==> src/rtl/rr_spill_arbiter.sv <==
// Round-robin merge of NumInp valid/ready streams into one output stream.
// Winner lands in a two-slot spill buffer, so all outputs come from flops.
module rr_spill_arbiter #(
  parameter int unsigned NumInp = 2,
  parameter type         T      = logic,
  parameter bit          LockIn = 1'b1,
  parameter int unsigned IdxW   = $clog2(NumInp)
) (
  input  logic                   clk_i,
  input  logic                   rst_ni,
  input  logic                   clr_i,
  input  logic                   flush_i,
  input  logic [NumInp-1:0]      inp_valid_i,
  output logic [NumInp-1:0]      inp_ready_o,
  input  T     [NumInp-1:0]      inp_data_i,
  output logic                   oup_valid_o,
  input  logic                   oup_ready_i,
  output T                       oup_data_o,
  output logic [IdxW-1:0]        oup_idx_o
);

  typedef logic [IdxW-1:0] idx_t;
  typedef logic [IdxW:0]   idx_ext_t;

  // Valid/ready: a transfer happens on a rising clock edge where valid and
  // ready are both high; valid must not drop while a locked grant waits.

  idx_t rr_q;
  logic lock_q;
  idx_t lock_idx_q;

  // Slot A drives the output; slot B holds the overflow item when A stalls.
  logic a_full_q;
  T     a_data_q;
  idx_t a_idx_q;
  logic b_full_q;
  T     b_data_q;
  idx_t b_idx_q;

  idx_t     rr_winner;
  logic     rr_found;
  idx_ext_t cand_sum;
  idx_t     cand;
  idx_t     win_idx;
  idx_t     next_rr;
  logic     win_valid;
  logic     accept;
  logic     drain;
  T         win_data;

  // Scan rr_q, rr_q+1, ... wrapping at NumInp rather than 2^IdxW.
  always_comb begin
    rr_winner = rr_q;
    rr_found  = 1'b0;
    cand_sum  = '0;
    cand      = '0;
    for (int unsigned k = 0; k < NumInp; k++) begin
      cand_sum = {1'b0, rr_q} + idx_ext_t'(k);
      if (cand_sum >= idx_ext_t'(NumInp)) begin
        cand_sum = cand_sum - idx_ext_t'(NumInp);
      end
      cand = cand_sum[IdxW-1:0];
      if (!rr_found && inp_valid_i[cand]) begin
        rr_found  = 1'b1;
        rr_winner = cand;
      end
    end
  end

  always_comb begin
    win_idx     = (LockIn && lock_q) ? lock_idx_q : rr_winner;
    win_valid   = inp_valid_i[win_idx];
    win_data    = inp_data_i[win_idx];
    accept      = win_valid && !b_full_q && !flush_i && !clr_i;
    drain       = a_full_q && oup_ready_i;
    next_rr     = (win_idx == idx_t'(NumInp - 1)) ? '0 : win_idx + idx_t'(1);
    inp_ready_o = '0;
    if (accept) begin
      inp_ready_o[win_idx] = 1'b1;
    end
  end

  always_ff @(posedge clk_i or negedge rst_ni) begin
    if (!rst_ni) begin
      rr_q       <= '0;
      lock_q     <= 1'b0;
      lock_idx_q <= '0;
      a_full_q   <= 1'b0;
      a_data_q   <= '0;
      a_idx_q    <= '0;
      b_full_q   <= 1'b0;
      b_data_q   <= '0;
      b_idx_q    <= '0;
    end else if (clr_i) begin
      rr_q     <= '0;
      lock_q   <= 1'b0;
      a_full_q <= 1'b0;
      b_full_q <= 1'b0;
    end else if (flush_i) begin
      lock_q   <= 1'b0;
      a_full_q <= 1'b0;
      b_full_q <= 1'b0;
    end else begin
      if (accept) begin
        rr_q <= next_rr;
      end

      if (accept) begin
        lock_q <= 1'b0;
      end else if (LockIn && win_valid && b_full_q) begin
        lock_q     <= 1'b1;
        lock_idx_q <= win_idx;
      end

      // accept implies B is empty, so the refill-from-B and accept cases never overlap
      if (accept && (!a_full_q || drain)) begin
        a_full_q <= 1'b1;
        a_data_q <= win_data;
        a_idx_q  <= win_idx;
      end else if (drain && b_full_q) begin
        a_full_q <= 1'b1;
        a_data_q <= b_data_q;
        a_idx_q  <= b_idx_q;
      end else if (drain) begin
        a_full_q <= 1'b0;
      end

      if (accept && a_full_q && !drain) begin
        b_full_q <= 1'b1;
        b_data_q <= win_data;
        b_idx_q  <= win_idx;
      end else if (drain) begin
        b_full_q <= 1'b0;
      end
    end
  end

  assign oup_valid_o = a_full_q;
  assign oup_data_o  = a_data_q;
  assign oup_idx_o   = a_idx_q;

`ifndef SYNTHESIS
  ready_onehot: assert property (@(posedge clk_i) disable iff (!rst_ni)
    $onehot0(inp_ready_o));

  if (LockIn) begin : g_lock_check
    lock_valid_held: assert property (@(posedge clk_i) disable iff (!rst_ni)
      (lock_q && !flush_i && !clr_i) |-> inp_valid_i[lock_idx_q]);
  end
`endif

endmodule

==> config.mk <==
export PLATFORM = sky130hd
export DESIGN_NAME = rr_spill_arbiter
export DESIGN_NICKNAME = d
export VERILOG_FILES = /design/src/rtl/rr_spill_arbiter.sv
export SDC_FILE = /design/constraint.sdc
export NUM_CORES = 1
export LEC_CHECK = 0
export CORE_AREA = 2 2 39 41
export CTS_CLUSTER_DIAMETER = 40
export DETAILED_ROUTE_END_ITERATION = 10
export DIE_AREA = 0 0 41 43
export DONT_BUFFER_PORTS = 1
export MAX_ROUTING_LAYER = met4
export PLACE_DENSITY = 0.62
export SETUP_SLACK_MARGIN = 0.5
export SLEW_MARGIN = 20
export SYNTH_ARGS = -nofsm -noshare
export SYNTH_HDL_FRONTEND = slang
export SYNTH_SLANG_ARGS = --single-unit
==> constraint.sdc <==
create_clock -name clk_i -period 4.73 [get_ports clk_i]
set_input_delay 0.946 -clock clk_i [delete_from_list [all_inputs] [get_ports clk_i]]
set_output_delay 0.946 -clock clk_i [all_outputs]
set_load 0.02 [all_outputs]
## Yosys cells after proc, flatten, opt, wreduce, memory -nomap -nowiden

Index checks and enable logic that the tools add are counted.

| cells by class | value |
|---|---|
| $lt $le $gt $ge | 6 |
| equal/unequal tests | 1 |
| $add $sub $neg | 4 |
| multiplexer cells | 37 |
| reduce and logical (&&, ||, !) cells | 27 |
| bitwise logic cells | 3 |

Operator list:

| kind | number |
|---|---|
| 1-bit two-way mux | 35 |
| 1-bit logical AND | 11 |
| 4-bit nonzero test | 2 |
| 1-bit zero test | 6 |
| 1-bit by 2-bit < comparator with 1-bit output (second input constant) | 3 |
| 3-bit AND reduction | 2 |
| 5-bit nonzero test | 1 |
| 4-bit AND reduction | 1 |
| 2-bit nonzero test | 2 |
| 1-bit NOT | 3 |
| 1-bit by 1-bit adder with 2-bit output (second input constant) | 1 |
| 1-bit by 2-bit greater-or-equal comparator with 1-bit output (second input constant) | 1 |
| 2-bit greater-or-equal comparator (second input constant) | 1 |
| 2-bit two-way mux | 1 |
| 2-bit != test (second input constant) | 1 |
| 2-bit AND reduction | 1 |
| 1-bit subtractor (second input constant) | 2 |
| 1-bit adder (second input constant) | 1 |
| 1-bit demux with 1-bit select | 1 |
| 1-bit greater-or-equal comparator (second input constant) | 1 |
| 1-bit logical OR | 1 |

| word-level totals | value |
|---|---|
| word-level logic and storage cells | 87 |
| input port bits | 9 |
| output and inout bits | 5 |
| bits in registers | 9 |

## Longest topological paths before layout

| depth | value |
|---|---|
| word-level depth | 19 |
| gate-level depth with buffers | 4 |
| mapped depth without buffers | 4 |

## Worst setup path before layout

Ideal clock, no wire load.

| timing | value |
|---|---|
| kind | in2out |
| from | input port inp_valid_i[1] |
| to | output port inp_ready_o[0] |
| data required time | 3.784 ns |
| arrival time | 1.727 ns |
| path buffers | 0 |
| slack | 2.057 ns |
| stages | 4 |
| cells stage by stage | and3b_4 nor4_4 nand2_1 nor2_1 |

| on the way | value |
|---|---|
| cells in the longest elaborated chain, start to end | 13 |
| elaborated cells on any way between the ends | 21 |
| classes of those cells | 2 x order compare; 13 x mux; 6 x reduce/logical |

RTL lines:

| item | RTL line | text |
|---|---|---|
| start: declaration | 13 | `input logic [NumInp-1:0] inp_valid_i,` |
| branches (longest 12 deep; another with 1-bit by 2-bit < comparator with 1-bit output) | - |  |
| 2-bit two-way mux (*) | 78 | `if (accept) begin` |
| end: declaration | 14 | `output logic [NumInp-1:0] inp_ready_o,` |

Every way passes the cells marked *. The select of a mux whose other input is x is not followed.

## Worst setup path in the final report

| timing | value |
|---|---|
| from | input port inp_valid_i[1] |
| to | output port inp_ready_o[1] |

The elaborated chain is that of the path after synthesis.

==> results by stage <==
STA:
- Setup violations remaining at the end of the flow were counted as 0.
- At the pin with the least slew margin, the transition time is 514.9 ps.
- The normalized max-slew margin is 65.38%.
- The setup TNS is 0 ps.
- The share of the clock period used by the worst path is 58.23%.
- The final clock skew is 4.110 ps.
- The max-slew violation count is 0.
- The final count of hold timing violations is 0.
- The post-route minimum period is 2754 ps.
- Setup repair after global routing left no endpoint under its margin.
- Based on the critical path, the design can be clocked at up to ~0.36 GHz.

Run status:
- The flow ran to the end, and the final reports show no timing, DRC or antenna violations.

Worst setup path:
- The required arrival time at the worst endpoint is ~3800 ps.
- The critical path arrival is 1810 ps.
- The sort of element at the start of the critical path is an input port.
- The critical setup path kind is input port to output pin.
- The nature of the critical path endpoint is an output pin.
- The top fanout value on the critical path is 8.

CTS:
- The clock-pin slew of the registers on the worst-case setup and hold paths is 70 ps.
- The clock buffer count from CTS is 3.
- The post-CTS resize count is 0.
- CTS built an H-tree with a depth of 1.
- Counting along the longest clock path gives a buffer depth of 2.
- The number of buffers inserted to repair setup after CTS is 0.
- For the worst-skew pair, the clock arrives at the later sink with an insertion delay of 270 ps.
- Buffers inserted to repair hold after CTS numbered 0.
- The CTS sink count is 9.
- The cell chosen for the clock root is sky130_fd_sc_hd__clkbuf_4.
- TritonCTS built the clock tree.

Global routing:
- The number of global-route vias before repair came to 432.
- For this run the aggregate overflow at the end of global routing stands at 0.
- The number of antenna violations at the first check in global routing is 0.
- The pin count of the biggest net entering global routing is 10.
- The first global-routing pass estimated ~1900 µm of wire.
- Global routing used 16.91% of the available tracks across all layers.

Yosys:
- The count of yosys warnings during synthesis is 0.
- The cell count after synthesis is 53.
- The number of storage elements in the synthesis netlist is 9.
- The fraction of registers with async set/reset is 100.0%.
- Of the synthesized area, sequential elements account for approximately two fifths.
- The prevailing post-synth register cell is sky130_fd_sc_hd__dfrtp_1.
- The distinct cell type count after synthesis is 26.
- The net count after synthesis is 62.
- The number of synthesized flops with an enable pin is 0.
- The per-instance average area after synthesis is roughly 10 µm².
- The post-synth design cell area is 546.8 µm².

Pwr:
- The maximum ir drop on the vdd rail is 159.6 µV.
- The design draws 0.1886 mW.
- Power spread over the standard cell area amounts to 320.1 nW/µm².
- The leakage power figure is between 0.2 and 0.25 nW.

Cells and area:
- The filler cell count is 132.
- The utilization of the core after routing is around 43%.
- The final net count is 66.
- The sequential cell area is 225.2 µm².
- The layout cell share with drive strength beyond 1 is 12.50%.
- The repair_antennas step left the layout with diodes totalling 0.
- From synthesis to final layout, the design area changed by 7.780%.
- The multi-input logic area is 317.8 µm².

Placement:
- Port buffering added 0 buffers.
- The wire-length estimate of the detail-placed layout is 828.9 µm.
- The weighted congestion reported at the end of routability-driven placement is 0.7332.

Floorplanning:
- The die covers 1763 µm².
- Measured along the x axis, the die boundary spans 41 µm.
- The floorplan step set the die height to approximately 43 µm.
- The initial utilization of the core area, before any placement, comes to 39.51%.
- The boundary pin count is 14.
- The floorplan has 14 rows.
- The core region is ~1400 µm².

Routing:
- Dividing the detail-routed wire length by the instance count gives 15.01 µm.
- The residual DRC count is 0.
- The vias after detailed routing is 420.
- After detailed routing, the total wire length is 1081 µm.
- The count of nets left with antenna violations once routing finished came out at 0.
- The pre-antenna-repair detailed-routing pass consisted of 4 iterations.
- The detailed router's first-iteration violation count is 13.
- Dividing the detail-routed via count by the number of cells gives 5.833.

Hold path:
- The type of the tightest min-delay check is input port to async pin.

Job:
- The tool flagged a number of max-cap violations equal to 0.
## synthesized netlist by cell type, types with 2 or more instances
master,instances,area (µm²)
sky130_fd_sc_hd__a21oi_1,3,15.01
sky130_fd_sc_hd__nor2_1,6,22.52
sky130_fd_sc_hd__nand2b_1,3,18.77
sky130_fd_sc_hd__a21boi_0,2,15.01
sky130_fd_sc_hd__a31oi_1,3,18.77
sky130_fd_sc_hd__mux2i_1,6,60.06
sky130_fd_sc_hd__dfrtp_1,9,225.2
sky130_fd_sc_hd__nand2_1,3,11.26
## cells by family (layout without fill, tap and decap cells)
group	Yosys count	in the layout	share of synthesized area, %
compound gates	15	15	19.45
buf+inv	1	4	0.6858
mux	7	7	13.04
flops	9	9	41.19
simple gates	21	21	25.63
## metrics by stage
| step | hold WS, ps | area (µm²) | setup slack [ps] | instances |
|---|---|---|---|---|
| after global routing | 354.6 | 589.3 | 1889 | 72 |
| final | 358.7 | 589.3 | 1976 | 72 |
| after floorplan | 457.4 | 546.8 | 2057 | 53 |
| after detailed placement | 477.6 | 563.0 | 1978 | 68 |
| after global placement | 475.1 | 563.0 | 1989 | 68 |
| after CTS | 364.1 | 589.3 | 1977 | 72 |
## final cells by class
class	instances	area share (%)
clock buffers	4	4.459
multi-input cells	43	53.93
flip-flops and latches	9	38.22
well taps	16	3.397
## placed cells by master (no fill, tap or decap), drive strengths merged, types with 2 or more instances in the layout
| master | instances |
|---|---|
| nand2b | 3 |
| nor4 | 2 |
| nand2 | 3 |
| mux2i | 6 |
| nor2 | 6 |
| a31oi | 3 |
| a21oi | 3 |
| a21boi | 2 |
| clkbuf | 4 |
| dfrtp | 9 |
## power breakdown
part,leakage [nW],internal (mW),switching (mW)
Sequential,0.118,0.0866,0.0128
Combinational,0.107,0.0127,0.0128
Clock,0.0150,0.0327,0.0310
Total,0.240,0.132,0.0566
## critical path, stage by stage
cell                      delay (ps)
sky130_fd_sc_hd__and3b_4         200
sky130_fd_sc_hd__nor4_4          190
sky130_fd_sc_hd__nand2_1         140
sky130_fd_sc_hd__nor2_1          330
## worst paths after layout
path                                   to  cells past startpoint      startpoint  slack, ps
min in group clk_i                b_idx_q                      1         b_idx_q        490
min reg2reg                       b_idx_q                      1         b_idx_q        490
max in group asynchronous      oup_data_o                      0          rst_ni       4300
max reg2reg                       b_idx_q                      3     oup_valid_o       3150
max                        inp_ready_o[1]                      4  inp_valid_i[1]       1980
min                            lock_idx_q                      0          rst_ni        360
## routing by layer
| layer | part of all wire, % | wire length, µm | GRT usage [%] | vias to the layer above |
|---|---|---|---|---|
| met5 | 0 | 0 | - | - |
| met4 | 1.9 | 21 | 10.00 | 0 |
| met3 | 10 | 110 | 5.236 | 2 |
| met2 | 46 | 492 | 20.31 | 20 |
| met1 | 42 | 458 | 24.09 | 189 |
| li1 | - | - | - | 209 |
(Power assumes the default switching activity.)
